### src/rtl/hash_tbl_pkg.sv
// Shared constants and FSM state type for the sketch hash-table write path.
package hash_tbl_pkg;

  localparam int unsigned DEPTH1_DEF = 2140;
  localparam int unsigned DEPTH2_DEF = 1070;
  localparam int unsigned DEPTH3_DEF = 535;
  localparam int unsigned AW1_DEF    = 12;
  localparam int unsigned AW2_DEF    = 11;
  localparam int unsigned AW3_DEF    = 10;
  localparam int unsigned DW_DEF     = 4;

  localparam logic [DW_DEF-1:0] CLR_VAL_DEF = 4'h0;

  typedef enum logic {CLEAR, IDLE} state_e;

endpackage

### src/rtl/hash_wport.sv
// One table's B-port driver: range check, clear/update write mux and output registers.
module hash_wport #(
  parameter int unsigned DEPTH = 2140,
  parameter int unsigned AW    = 12,
  parameter int unsigned CW    = 12,
  parameter int unsigned DW    = 4
) (
  input  logic          clk,
  input  logic          rst_n,
  input  logic          clr_en,
  input  logic [CW-1:0] clr_addr,
  input  logic [DW-1:0] clr_val,
  input  logic          upd_en,
  input  logic [AW-1:0] upd_addr,
  input  logic [DW-1:0] upd_data,
  output logic          en,
  output logic          we,
  output logic [AW-1:0] addr,
  output logic [DW-1:0] di,
  output logic          drop
);

  logic          clr_in_range, upd_in_range;
  logic          wr;
  logic [AW-1:0] addr_d, addr_q;
  logic [DW-1:0] data_d, data_q;
  logic          en_q, drop_q;

  assign clr_in_range = 32'(clr_addr) < DEPTH;
  assign upd_in_range = 32'(upd_addr) < DEPTH;

  // Clear and update never overlap: updates are only accepted outside the sweep.
  always_comb begin
    wr     = 1'b0;
    addr_d = addr_q;
    data_d = data_q;
    if (clr_en) begin
      wr = clr_in_range;
      if (clr_in_range) begin
        addr_d = clr_addr[AW-1:0];
        data_d = clr_val;
      end
    end else if (upd_en && upd_in_range) begin
      wr     = 1'b1;
      addr_d = upd_addr;
      data_d = upd_data;
    end
  end

  always_ff @(posedge clk or negedge rst_n) begin
    if (!rst_n) begin
      en_q   <= 1'b0;
      addr_q <= '0;
      data_q <= '0;
      drop_q <= 1'b0;
    end else begin
      en_q   <= wr;
      addr_q <= addr_d;
      data_q <= data_d;
      drop_q <= upd_en && !clr_en && !upd_in_range;
    end
  end

  assign en   = en_q;
  assign we   = en_q;
  assign addr = addr_q;
  assign di   = data_q;
  assign drop = drop_q;

endmodule

### src/rtl/hash_wr_ctrl.sv
// Write-side controller for the three sketch tables: post-reset/requested clear sweep plus
// valid/ready update commands, one per cycle.
module hash_wr_ctrl #(
  parameter int unsigned    DEPTH1  = hash_tbl_pkg::DEPTH1_DEF,
  parameter int unsigned    DEPTH2  = hash_tbl_pkg::DEPTH2_DEF,
  parameter int unsigned    DEPTH3  = hash_tbl_pkg::DEPTH3_DEF,
  parameter int unsigned    AW1     = hash_tbl_pkg::AW1_DEF,
  parameter int unsigned    AW2     = hash_tbl_pkg::AW2_DEF,
  parameter int unsigned    AW3     = hash_tbl_pkg::AW3_DEF,
  parameter int unsigned    DW      = hash_tbl_pkg::DW_DEF,
  parameter logic [DW-1:0]  CLR_VAL = DW'(hash_tbl_pkg::CLR_VAL_DEF)
) (
  input  logic           Sys_clk,
  input  logic           Rst_n,
  input  logic           Upd_valid,
  output logic           Upd_ready,
  input  logic [2:0]     Upd_sel,
  input  logic [AW1-1:0] Upd_add1,
  input  logic [AW2-1:0] Upd_add2,
  input  logic [AW3-1:0] Upd_add3,
  input  logic [DW-1:0]  Upd_data,
  input  logic           Clr_start,
  output logic           Clr_busy,
  output logic           Clr_done,
  output logic           Drop_err,
  output logic           enb_1,
  output logic           web_1,
  output logic [AW1-1:0] addrb_1,
  output logic [DW-1:0]  dib_1,
  output logic           enb_2,
  output logic           web_2,
  output logic [AW2-1:0] addrb_2,
  output logic [DW-1:0]  dib_2,
  output logic           enb_3,
  output logic           web_3,
  output logic [AW3-1:0] addrb_3,
  output logic [DW-1:0]  dib_3
);

  import hash_tbl_pkg::*;

  state_e         state_d, state_q;
  logic [AW1-1:0] cnt_d, cnt_q;
  logic           done_d, done_q, busy_q;
  logic           clr_en, accept;
  logic [2:0]     upd_en, drop;

  assign Upd_ready = (state_q == IDLE) && !Clr_start;
  assign accept    = Upd_valid && Upd_ready;
  assign clr_en    = (state_q == CLEAR);
  assign upd_en    = {3{accept}} & Upd_sel;

  always_comb begin
    state_d = state_q;
    cnt_d   = cnt_q;
    done_d  = 1'b0;
    unique case (state_q)
      CLEAR: begin
        cnt_d = cnt_q + AW1'(1);
        if (cnt_q == AW1'(DEPTH1 - 1)) begin
          done_d  = 1'b1;
          state_d = IDLE;
          cnt_d   = '0;
        end
      end
      IDLE: begin
        if (Clr_start) begin
          state_d = CLEAR;
          cnt_d   = '0;
        end
      end
      default: state_d = CLEAR;
    endcase
  end

  // Busy is registered so it lines up with the registered sweep writes.
  always_ff @(posedge Sys_clk or negedge Rst_n) begin
    if (!Rst_n) begin
      state_q <= CLEAR;
      cnt_q   <= '0;
      done_q  <= 1'b0;
      busy_q  <= 1'b1;
    end else begin
      state_q <= state_d;
      cnt_q   <= cnt_d;
      done_q  <= done_d;
      busy_q  <= clr_en;
    end
  end

  assign Clr_busy = busy_q;
  assign Clr_done = done_q;
  assign Drop_err = |drop;

  hash_wport #(.DEPTH(DEPTH1), .AW(AW1), .CW(AW1), .DW(DW)) u_wport_1 (
    .clk      (Sys_clk),
    .rst_n    (Rst_n),
    .clr_en   (clr_en),
    .clr_addr (cnt_q),
    .clr_val  (CLR_VAL),
    .upd_en   (upd_en[0]),
    .upd_addr (Upd_add1),
    .upd_data (Upd_data),
    .en       (enb_1),
    .we       (web_1),
    .addr     (addrb_1),
    .di       (dib_1),
    .drop     (drop[0])
  );

  hash_wport #(.DEPTH(DEPTH2), .AW(AW2), .CW(AW1), .DW(DW)) u_wport_2 (
    .clk      (Sys_clk),
    .rst_n    (Rst_n),
    .clr_en   (clr_en),
    .clr_addr (cnt_q),
    .clr_val  (CLR_VAL),
    .upd_en   (upd_en[1]),
    .upd_addr (Upd_add2),
    .upd_data (Upd_data),
    .en       (enb_2),
    .we       (web_2),
    .addr     (addrb_2),
    .di       (dib_2),
    .drop     (drop[1])
  );

  hash_wport #(.DEPTH(DEPTH3), .AW(AW3), .CW(AW1), .DW(DW)) u_wport_3 (
    .clk      (Sys_clk),
    .rst_n    (Rst_n),
    .clr_en   (clr_en),
    .clr_addr (cnt_q),
    .clr_val  (CLR_VAL),
    .upd_en   (upd_en[2]),
    .upd_addr (Upd_add3),
    .upd_data (Upd_data),
    .en       (enb_3),
    .we       (web_3),
    .addr     (addrb_3),
    .di       (dib_3),
    .drop     (drop[2])
  );

endmodule

### config.mk
export PLATFORM = sky130hd
export DESIGN_NAME = hash_wr_ctrl
export DESIGN_NICKNAME = d
export VERILOG_FILES = /design/src/rtl/hash_tbl_pkg.sv /design/src/rtl/hash_wport.sv /design/src/rtl/hash_wr_ctrl.sv
export SDC_FILE = /design/constraint.sdc
export NUM_CORES = 1
export LEC_CHECK = 0
export ABC_AREA = 1
export CAP_MARGIN = 20
export CELL_PAD_IN_SITES_DETAIL_PLACEMENT = 1
export CELL_PAD_IN_SITES_GLOBAL_PLACEMENT = 1
export CORE_MARGIN = 4
export CORE_UTILIZATION = 34
export DETAILED_ROUTE_END_ITERATION = 10
export PLACE_DENSITY_LB_ADDON = 0.1
export SLEW_MARGIN = 20
export SYNTH_ARGS = -nofsm -noshare
export SYNTH_HDL_FRONTEND = slang
export SYNTH_SLANG_ARGS = --single-unit
### constraint.sdc
create_clock -name Sys_clk -period 2.1 [get_ports Sys_clk]
set_input_delay 0.21 -clock Sys_clk [delete_from_list [all_inputs] [get_ports Sys_clk]]
set_output_delay 0.21 -clock Sys_clk [all_outputs]
set_load 0.01 [all_outputs]
Yosys cells after proc, flatten, opt, wreduce, memory -nomap -nowiden
Cells that the tools add are included.
W data, S select, Z words.
{"block": "word_totals", "input_bits": 44, "regBits": 66, "output_inout_bits": 55, "word_cells": 83}
{"block": "op_classes", "n_addsub": 1, "n_bitwise": 2, "n_eq_ne": 5, "n_reduce_logical": 22, "magnitude_cmp": 6, "mux": 31}
{"op": "$mux W12", "count": 5}
{"op": "$mux W4", "count": 9}
{"op": "$mux W11", "count": 3}
{"op": "$mux W10", "count": 3}
{"op": "$lt A12 B12 Y1 const B", "count": 2}
{"op": "$pmux W12 S2", "count": 1}
{"op": "$add A12 B1 Y12 const B", "count": 1}
{"op": "$eq A12 B12 Y1 const B", "count": 1}
{"op": "$lt A12 B10 Y1 const B", "count": 1}
{"op": "$lt A12 B11 Y1 const B", "count": 1}
{"op": "$logic_and A1 B1 Y1", "count": 11}
{"op": "$lt A11 B11 Y1 const B", "count": 1}
{"op": "$lt A10 B10 Y1 const B", "count": 1}
{"op": "$mux W1", "count": 9}
{"op": "$ne A2 B1 Y1 const B", "count": 3}
{"op": "$reduce_and A2 Y1", "count": 3}
{"op": "$reduce_bool A2 Y1", "count": 3}
{"op": "$logic_not A1 Y1", "count": 4}
{"op": "$and A3 B3 Y3", "count": 1}
{"op": "$reduce_or A3 Y1", "count": 1}
{"op": "$ne A2 B2 Y1 const B", "count": 1}
{"op": "$pmux W1 S2", "count": 1}
{"op": "$not A1 Y1", "count": 1}

Logic depth before layout (Yosys ltp)
Gate-level depths: netlist (run 1).
{"block": "depth", "word_depth": 7, "depth_mapped": 11, "depth_no_buf": 9}

Cells and area by module
A second synthesis (run 1) with hierarchy kept.
{"block": "unflattened", "cells_unflattened": 533, "hier_area_um2": 3818.7}
{"module": "hash_wport (u_wport_1)", "area_per_inst_um2": 1004.7, "seq_area_each_um2": 450.4, "cells_each": 144, "n_inst": 1}
{"module": "hash_wport (u_wport_2)", "area_per_inst_um2": 992.2, "seq_area_each_um2": 425.4, "cells_each": 138, "n_inst": 1}
{"module": "hash_wport (u_wport_3)", "area_per_inst_um2": 910.9, "seq_area_each_um2": 400.4, "cells_each": 131, "n_inst": 1}
{"module": "hash_wr_ctrl", "area_per_inst_um2": 910.9, "seq_area_each_um2": 376.6, "cells_each": 120, "n_inst": 1}

Worst setup path after synthesis (run 1)
No wires, ideal clock.
{"block": "synth_path", "path_kind": "register -> register", "startpoint": "register cnt_q[0]", "endpoint": "register u_wport_3.addr_q[3], in the netlist u_wport_3.addr[3]", "t_required_ns": 1.983, "synth_period_minus_slack_ns": 1.455, "path_buffers": 1, "setup_ns": 0.117, "stages_incl_launch_ff": 9, "t_arrival_ns": 1.338, "path_slack_ns": 0.645, "path_cell_list": "dfrtp_1 ha_1 nand2_1 nor2_1 o21ai_0 nand2_1 buf_2 nand3_1 nand2_1"}
{"block": "synth_between", "elab_chain_cells": 3}
{"item": "start, declared", "line": "hash_wr_ctrl.sv:43", "source": "logic [AW1-1:0] cnt_d, cnt_q;"}
{"item": "start signal, assigned", "line": "hash_wr_ctrl.sv:85", "source": "cnt_q <= cnt_d;"}
{"item": "$lt A12 B10 Y1", "line": "hash_wport.sv:29", "source": "assign clr_in_range = 32'(clr_addr) < DEPTH;"}
{"item": "$reduce_bool A2 Y1 (no line)"}
{"item": "$reduce_and A2 Y1 (no line)"}
{"item": "end signal, assigned", "line": "hash_wport.sv:58", "source": "addr_q <= addr_d;"}
{"item": "end, declared", "line": "hash_wport.sv:25", "source": "logic [AW-1:0] addr_d, addr_q;"}
Every way passes these cells.
A chain may end at the register's enable or synchronous reset.

Worst setup path in the final report (run 1)
{"block": "layout_path", "startpoint": "register state_q", "endpoint": "output Upd_ready"}
{"block": "layout_between", "elab_chain_cells": 1}
{"item": "start, declared", "line": "hash_wr_ctrl.sv:42", "source": "state_e state_d, state_q;"}
{"item": "start signal, assigned", "line": "hash_wr_ctrl.sv:84", "source": "state_q <= state_d;"}
{"item": "$logic_and A1 B1 Y1", "line": "hash_wr_ctrl.sv:48", "source": "assign Upd_ready = (state_q == IDLE) && !Clr_start;"}
{"item": "end, declared", "line": "hash_wr_ctrl.sv:16", "source": "output logic Upd_ready,"}
Every way passes these cells.

==> impl_metrics.ini, run 1 <==
[logic_synthesis]
ys.flop_type = dfrtp_1
synthCells = 456
synth_seq_cells = 66
syn-num-nets = 501
synth_area_per_cell_um2 = 7.47
synth-async-reset-ratio = 1.00
yosys.area.top_type_share = 0.477
yosys.area.top_type = dfrtp_1
ys_seq_area_frac = 0.485
synth_top_cells_by_area = dfrtp_1 (48%), nand2_1 (20%), nand3_1 (10%), inv_1 (4.2%), o21ai_0 (3.5%)
ys_types = 25
yosysWarnings = 0
synth-edff-count = 0
syn_area_um2 = 3410

[power]
irDropWorstVdd_uv = 470
p_per_area_nw_per_um2 = 1210
finalPower_mw = 5.74
power.leakage_nw = 2.42

[final_layout]
fin_nets = 601
antennaDiodeCount = 0
layout-drive-gt1-share = 0.0731
area.growth.synth_to_final_pct = 39.5

[timing]
finalCritPeriodShare = 0.844
period_minus_slack_ps = 1770
max_clock_freq_ghz = 0.564
setup_viol = 0
rsz0062_at_grt = false
holdWs_ps = 409
hold_viol = 0
setup_tns_ps = 0
finalClockSkew_ps = 13.4
worst_pin_slew_ps = 489
drv_slew = 0
max-slew-margin-rel = 0.672

[global_route]
gr-total-overflow = 0
grt_pass1_vias = 3488
grt_max_degree = 67
grt_first_pass_wirelength_um = 18300
grtUsageTotal = 0.204
antenna_found_initial = 0

[setup_path]
rr_endpoint = u_wport_3.addr[0]$_DFFE_PN0P_
critPathBufInv = 2
worstPathCellList = inv_2 -> nor2_8 -> clkdlybuf4s50_1
arrival_ps = 1560
crit_fanout = 10
cp-end-kind = output port
slowest_stage = clkdlybuf4s50_1
startpoint_type = flop
critical-path-top-delay-family = buffers and inverters
slowest_delay_ps = 560
crit_start = state_q$_DFF_PN0_
cp_data_required_time_ps = 1890
r2r_start = cnt_q[0]$_DFFE_PN0P_
worst-r2r-cell-count = 8
critical_path_class = reg2out
r2r_slack_ps = 350

[clock_tree]
post_cts_buffers = 0
clk_pin_slew_ps = 70
cts_tree = done
htreeDepth = 3
clock_sinks = 66
insertion_delay_ps = 350
clockBufferDepth = 2
numCtsBuffers = 9
root_buffer = clkbuf_8

[floorplanning]
die_h_um = 108
start_util = 0.349
core_um2 = 9770
num_io_pins = 99
num_rows = 36
fp.dieW_um = 108
die_area_um2 = 11700

[drt]
vias = 3386
ant_nets = 0
wl_um = 11500
wl_per_cell_um = 16.5
drt-initial-drc-count = 123
avgViaCountPerCell = 4.88
post-route-drc-count = 0
firstDrtPassIters = 4

[place]
io_buffers = 98
detailed_place_hpwl_um = 8690
gp_congestion = 0.870

[outcome]
outcome = finished, final reports clean

[hold_path]
hp-class = in2async

[flow_run]
drv_cap = 0
worst reg2reg max path: cells and delay by family (launching register included):
kind,cells,cell delay [ps]
adder cells (fa/ha/maj),1,250
AO/OA/AOI/OAI,1,180
flip-flops,1,420
AND/OR/NAND/NOR,6,840
cell families (layout without fill, tap and decap cells):
logic type,count (synthesis),after routing,share of synthesized area
AO/OA/AOI/OAI,31,31,0.0477
AND/OR/NAND/NOR,293,293,0.373
adder cells (fa/ha/maj),1,1,0.00367
buffers and inverters,60,165,0.0771
multiplexers,1,1,0.00294
flip-flops,66,66,0.485
XOR/XNOR,4,4,0.0103
per-stage QoR:
stage                     utilization  setup WS [ps]  cell area, µm²  cells
after detailed placement        0.463            273            4530    677
after CTS                       0.486            302            4750    694
after global placement          0.463            366            4530    677
final                           0.486            328            4750    694
after global routing            0.486            203            4750    694
after floorplan                     -            645            3410    456
worst max-delay path by stage:
| stage | endpoint | cells after the start |
|---|---|---|
| floorplan | u_wport_3.addr[3]$_DFFE_PN0P_ | 8 |
| global placement | u_wport_1.addr[0]$_DFFE_PN0P_ | 8 |
| detailed placement | u_wport_3.addr[0]$_DFFE_PN0P_ | 8 |
| CTS | Upd_ready | 3 |
| global route | u_wport_3.addr[0]$_DFFE_PN0P_ | 8 |
| finish | Upd_ready | 3 |
routing by layer:
metal  GRT usage  share of wire
met1       0.266           0.46
met2       0.346           0.49
met3      0.0340          0.041
met4      0.0613          0.010
met5           0              0
power breakdown:
group	total, mW	switching (mW)	internal [mW]
registers	2.05	0.350	1.70
clock network	1.20	0.522	0.673
logic	2.49	1.37	1.13
total	5.74	2.24	3.50
synth_stat cells (4+ instances only):
cell type,number
o22ai_1,6
inv_1,38
xor2_1,4
buf_4,6
dfrtp_1,65
buf_2,6
clkbuf_1,7
nand2_2,5
nor2_1,18
nand2_1,185
nor3_1,5
nand3_1,70
o21ai_0,24
sequential cells by signal, summed over array words and instances, names as in the netlist:
name / count
cnt_q: 12
u_wport_1.addr: 12
u_wport_2.addr: 11
u_wport_3.addr: 10
u_wport_1.di: 4
u_wport_2.di: 4
u_wport_3.di: 4
Clr_busy: 1
Clr_done: 1
state_q: 1
u_wport_1.drop: 1
u_wport_1.en: 1
u_wport_2.drop: 1
u_wport_2.en: 1
u_wport_3.drop: 1
u_wport_3.en: 1
placed cells by master, fill, tap and decap left out, types with 6 or more instances in the layout:
cell type,n
nand2_1,185
buf_4,9
inv_1,38
o21ai_0,24
clkdlybuf4s50_1,97
dfrtp_1,65
clkbuf_8,9
nor2_1,18
nand3_1,70
o22ai_1,6
repair_timing:
| action | CTS | global route |
|---|---|---|
| hold buffers | 1 | 0 |
| gates resized for setup | 0 | 0 |
| endpoints found under the hold margin | 65 | 0 |
cell type report:
| type | count | area (µm²) |
|---|---|---|
| Timing Repair Buffer | 109 | 1070 |
| Clock buffer | 10 | 128 |
| Fill cell | 1242 | 5020 |
| Inverter | 40 | 150 |
| Tap cell | 133 | 166 |
| Multi-Input combinational cell | 330 | 1490 |
| Clock inverter | 6 | 90.1 |
| Sequential cell | 66 | 1650 |
Power figures use the tool's default switching activity.
==> run 2, diff against run 1 <==
==> constraint.sdc (replaced) <==
create_clock -name Sys_clk -period 1.7 [get_ports Sys_clk]
set_input_delay 0.17 -clock Sys_clk [delete_from_list [all_inputs] [get_ports Sys_clk]]
set_output_delay 0.17 -clock Sys_clk [all_outputs]
set_load 0.01 [all_outputs]
==> run 2 against run 1 <==
Compared with the run above:
- wire length barely moved
- setup slack got worse by 190 ps
- cell count increased by 1.6%
- utilization is 1.0 points higher
- highest routed layer unchanged
==> impl_metrics.ini, run 2 (same netlist as run 1, synthesis figures left out) <==
[setup_path]
critical-path-top-delay-family = buffers and inverters
slowest_delay_ps = 540
startpoint_type = flop
arrival_ps = 1390
critical_path_class = reg2out
slowest_stage = clkdlybuf4s50_1
cp_data_required_time_ps = 1530
crit_fanout = 1
cp-end-kind = output port
worstPathCellList = clkdlybuf4s50_1
critPathBufInv = 1

[global_route]
grt_max_degree = 34
grt_pass1_vias = 3558
grtUsageTotal = 0.209
grt_first_pass_wirelength_um = 18800
antenna_found_initial = 0
gr-total-overflow = 0

[timing]
hold_viol = 0
drv_slew = 0
max-slew-margin-rel = 0.657
period_minus_slack_ps = 1560
worst_pin_slew_ps = 515
holdWs_ps = 347
rsz0062_at_grt = false
finalCritPeriodShare = 0.919
setup_tns_ps = 0
finalClockSkew_ps = 12.7
max_clock_freq_ghz = 0.640
postLayoutSetupSlackWorst_ps = 138
setup_viol = 0

[drt]
drt-initial-drc-count = 98
post-route-drc-count = 0
wl_um = 11500
firstDrtPassIters = 4
wl_per_cell_um = 16.3
avgViaCountPerCell = 4.77
ant_nets = 0
vias = 3362

[clock_tree]
htreeDepth = 3
insertion_delay_ps = 350
numCtsBuffers = 9
post_cts_buffers = 0
cts_tree = done
root_buffer = clkbuf_8
clk_pin_slew_ps = 70
clock_sinks = 66
clockBufferDepth = 2

[floorplanning]
die_h_um = 108
num_io_pins = 99
core_um2 = 9770
fp.dieW_um = 108
die_area_um2 = 11700
start_util = 0.349
num_rows = 36

[power]
irDropWorstVdd_uv = 682
finalPower_mw = 6.94
p_per_area_nw_per_um2 = 1430
power.leakage_nw = 2.50

[final_layout]
antennaDiodeCount = 0
final_area_um2 = 4860
fin_nets = 614
final_cells = 705
final_common_cell = nand2_1
final_cell_mix = nand2_1 (184), clkdlybuf4s50_1 (95), nand3_1 (70)
layout-drive-gt1-share = 0.0944
area.growth.synth_to_final_pct = 42.5
post-route-util = 0.497

[place]
preCtsSetupSlack_ps = 18.3
detailed_place_hpwl_um = 8940
dp_cells = 690
io_buffers = 98
gp_congestion = 0.854
place_area_um2 = 4670

[hold_path]
hp-class = in2async

[flow_run]
drv_cap = 0

[outcome]
outcome = finished, final reports clean
## run 2: cell count changes in the layout (fill, tap and decap cells not counted), moves of 2 or more
cell | previous run | this run
bufinv_16 | 2 | 0
buf_4 | 9 | 17
buf_12 | 1 | 5
clkdlybuf4s50_1 | 97 | 95
## run 2: worst reg2reg max path: stages (launching register included)
cell and delay, ps:
dfrtp_2 470, inv_2 80, nand2_1 70, nor2_1 120, nand2_1 70, nand2_1 60
nand3_2 170, buf_6 210, nand3_1 100, nand2_1 50
## run 2: worst paths after layout
check / endpoint / depth (start not counted) / slack [ps] / start
setup / recovery: Clr_busy / 1 / 140 / Clr_busy$_DFF_PN1_
hold / removal: u_wport_3.en$_DFF_PN0_ / 2 / 350 / Rst_n
setup reg to reg: u_wport_2.di[0]$_DFFE_PN0P_ / 9 / 170 / cnt_q[9]$_DFFE_PN0P_
hold reg to reg: u_wport_1.di[2]$_DFFE_PN0P_ / 2 / 510 / u_wport_1.di[2]$_DFFE_PN0P_
max in group asynchronous: u_wport_1.di[1]$_DFFE_PN0P_ / 3 / 820 / Rst_n
min in group Sys_clk: u_wport_1.addr[1]$_DFFE_PN0P_ / 5 / 450 / Upd_add1[1]
## run 2: metal layers
metal,vias up,GRT usage,part of all wire
li1,1669,-,-
met4,0,0.0514,0.0096
met1,1617,0.288,0.47
met5,-,0,0
met3,11,0.0460,0.050
met2,65,0.335,0.48
## run 2: timing repair
item / CTS / global route
endpoints found under the hold margin: 16 / 0
gates resized for setup: 1 / 6
hold buffers: 1 / 0
setup endpoints to repair: 1 / 13
cloned: 0 / 0
## run 2: cell type report
| cell class | instances | area, µm² |
|---|---|---|
| multi-input cells | 330 | 1500 |
| inverters | 40 | 150 |
| clock buffers | 11 | 141 |
| clock inverters | 3 | 17.5 |
| well taps | 133 | 166 |
| flip-flops and latches | 66 | 1650 |
| fillers | 1223 | 4920 |
| repair buffers | 122 | 1230 |
## run 2: power breakdown
group,total [mW],switching [mW],internal (mW),leakage [nW]
Clock,1.14,0.595,0.548,0.0810
Combinational,3.28,1.76,1.52,1.59
Sequential,2.52,0.416,2.10,0.835
Total,6.94,2.77,4.18,2.50
==> run 3, diff against run 2 <==
--- a/config.mk
+++ b/config.mk
@@ -13,7 +13,7 @@
 export CORE_UTILIZATION = 34
 export DETAILED_ROUTE_END_ITERATION = 10
 export PLACE_DENSITY_LB_ADDON = 0.1
-export SLEW_MARGIN = 20
 export SYNTH_ARGS = -nofsm -noshare
 export SYNTH_HDL_FRONTEND = slang
 export SYNTH_SLANG_ARGS = --single-unit
+export TNS_END_PERCENT = 20
==> results of run 3 <==
The final DEF is identical to that of run 2; final timing and power are the same.
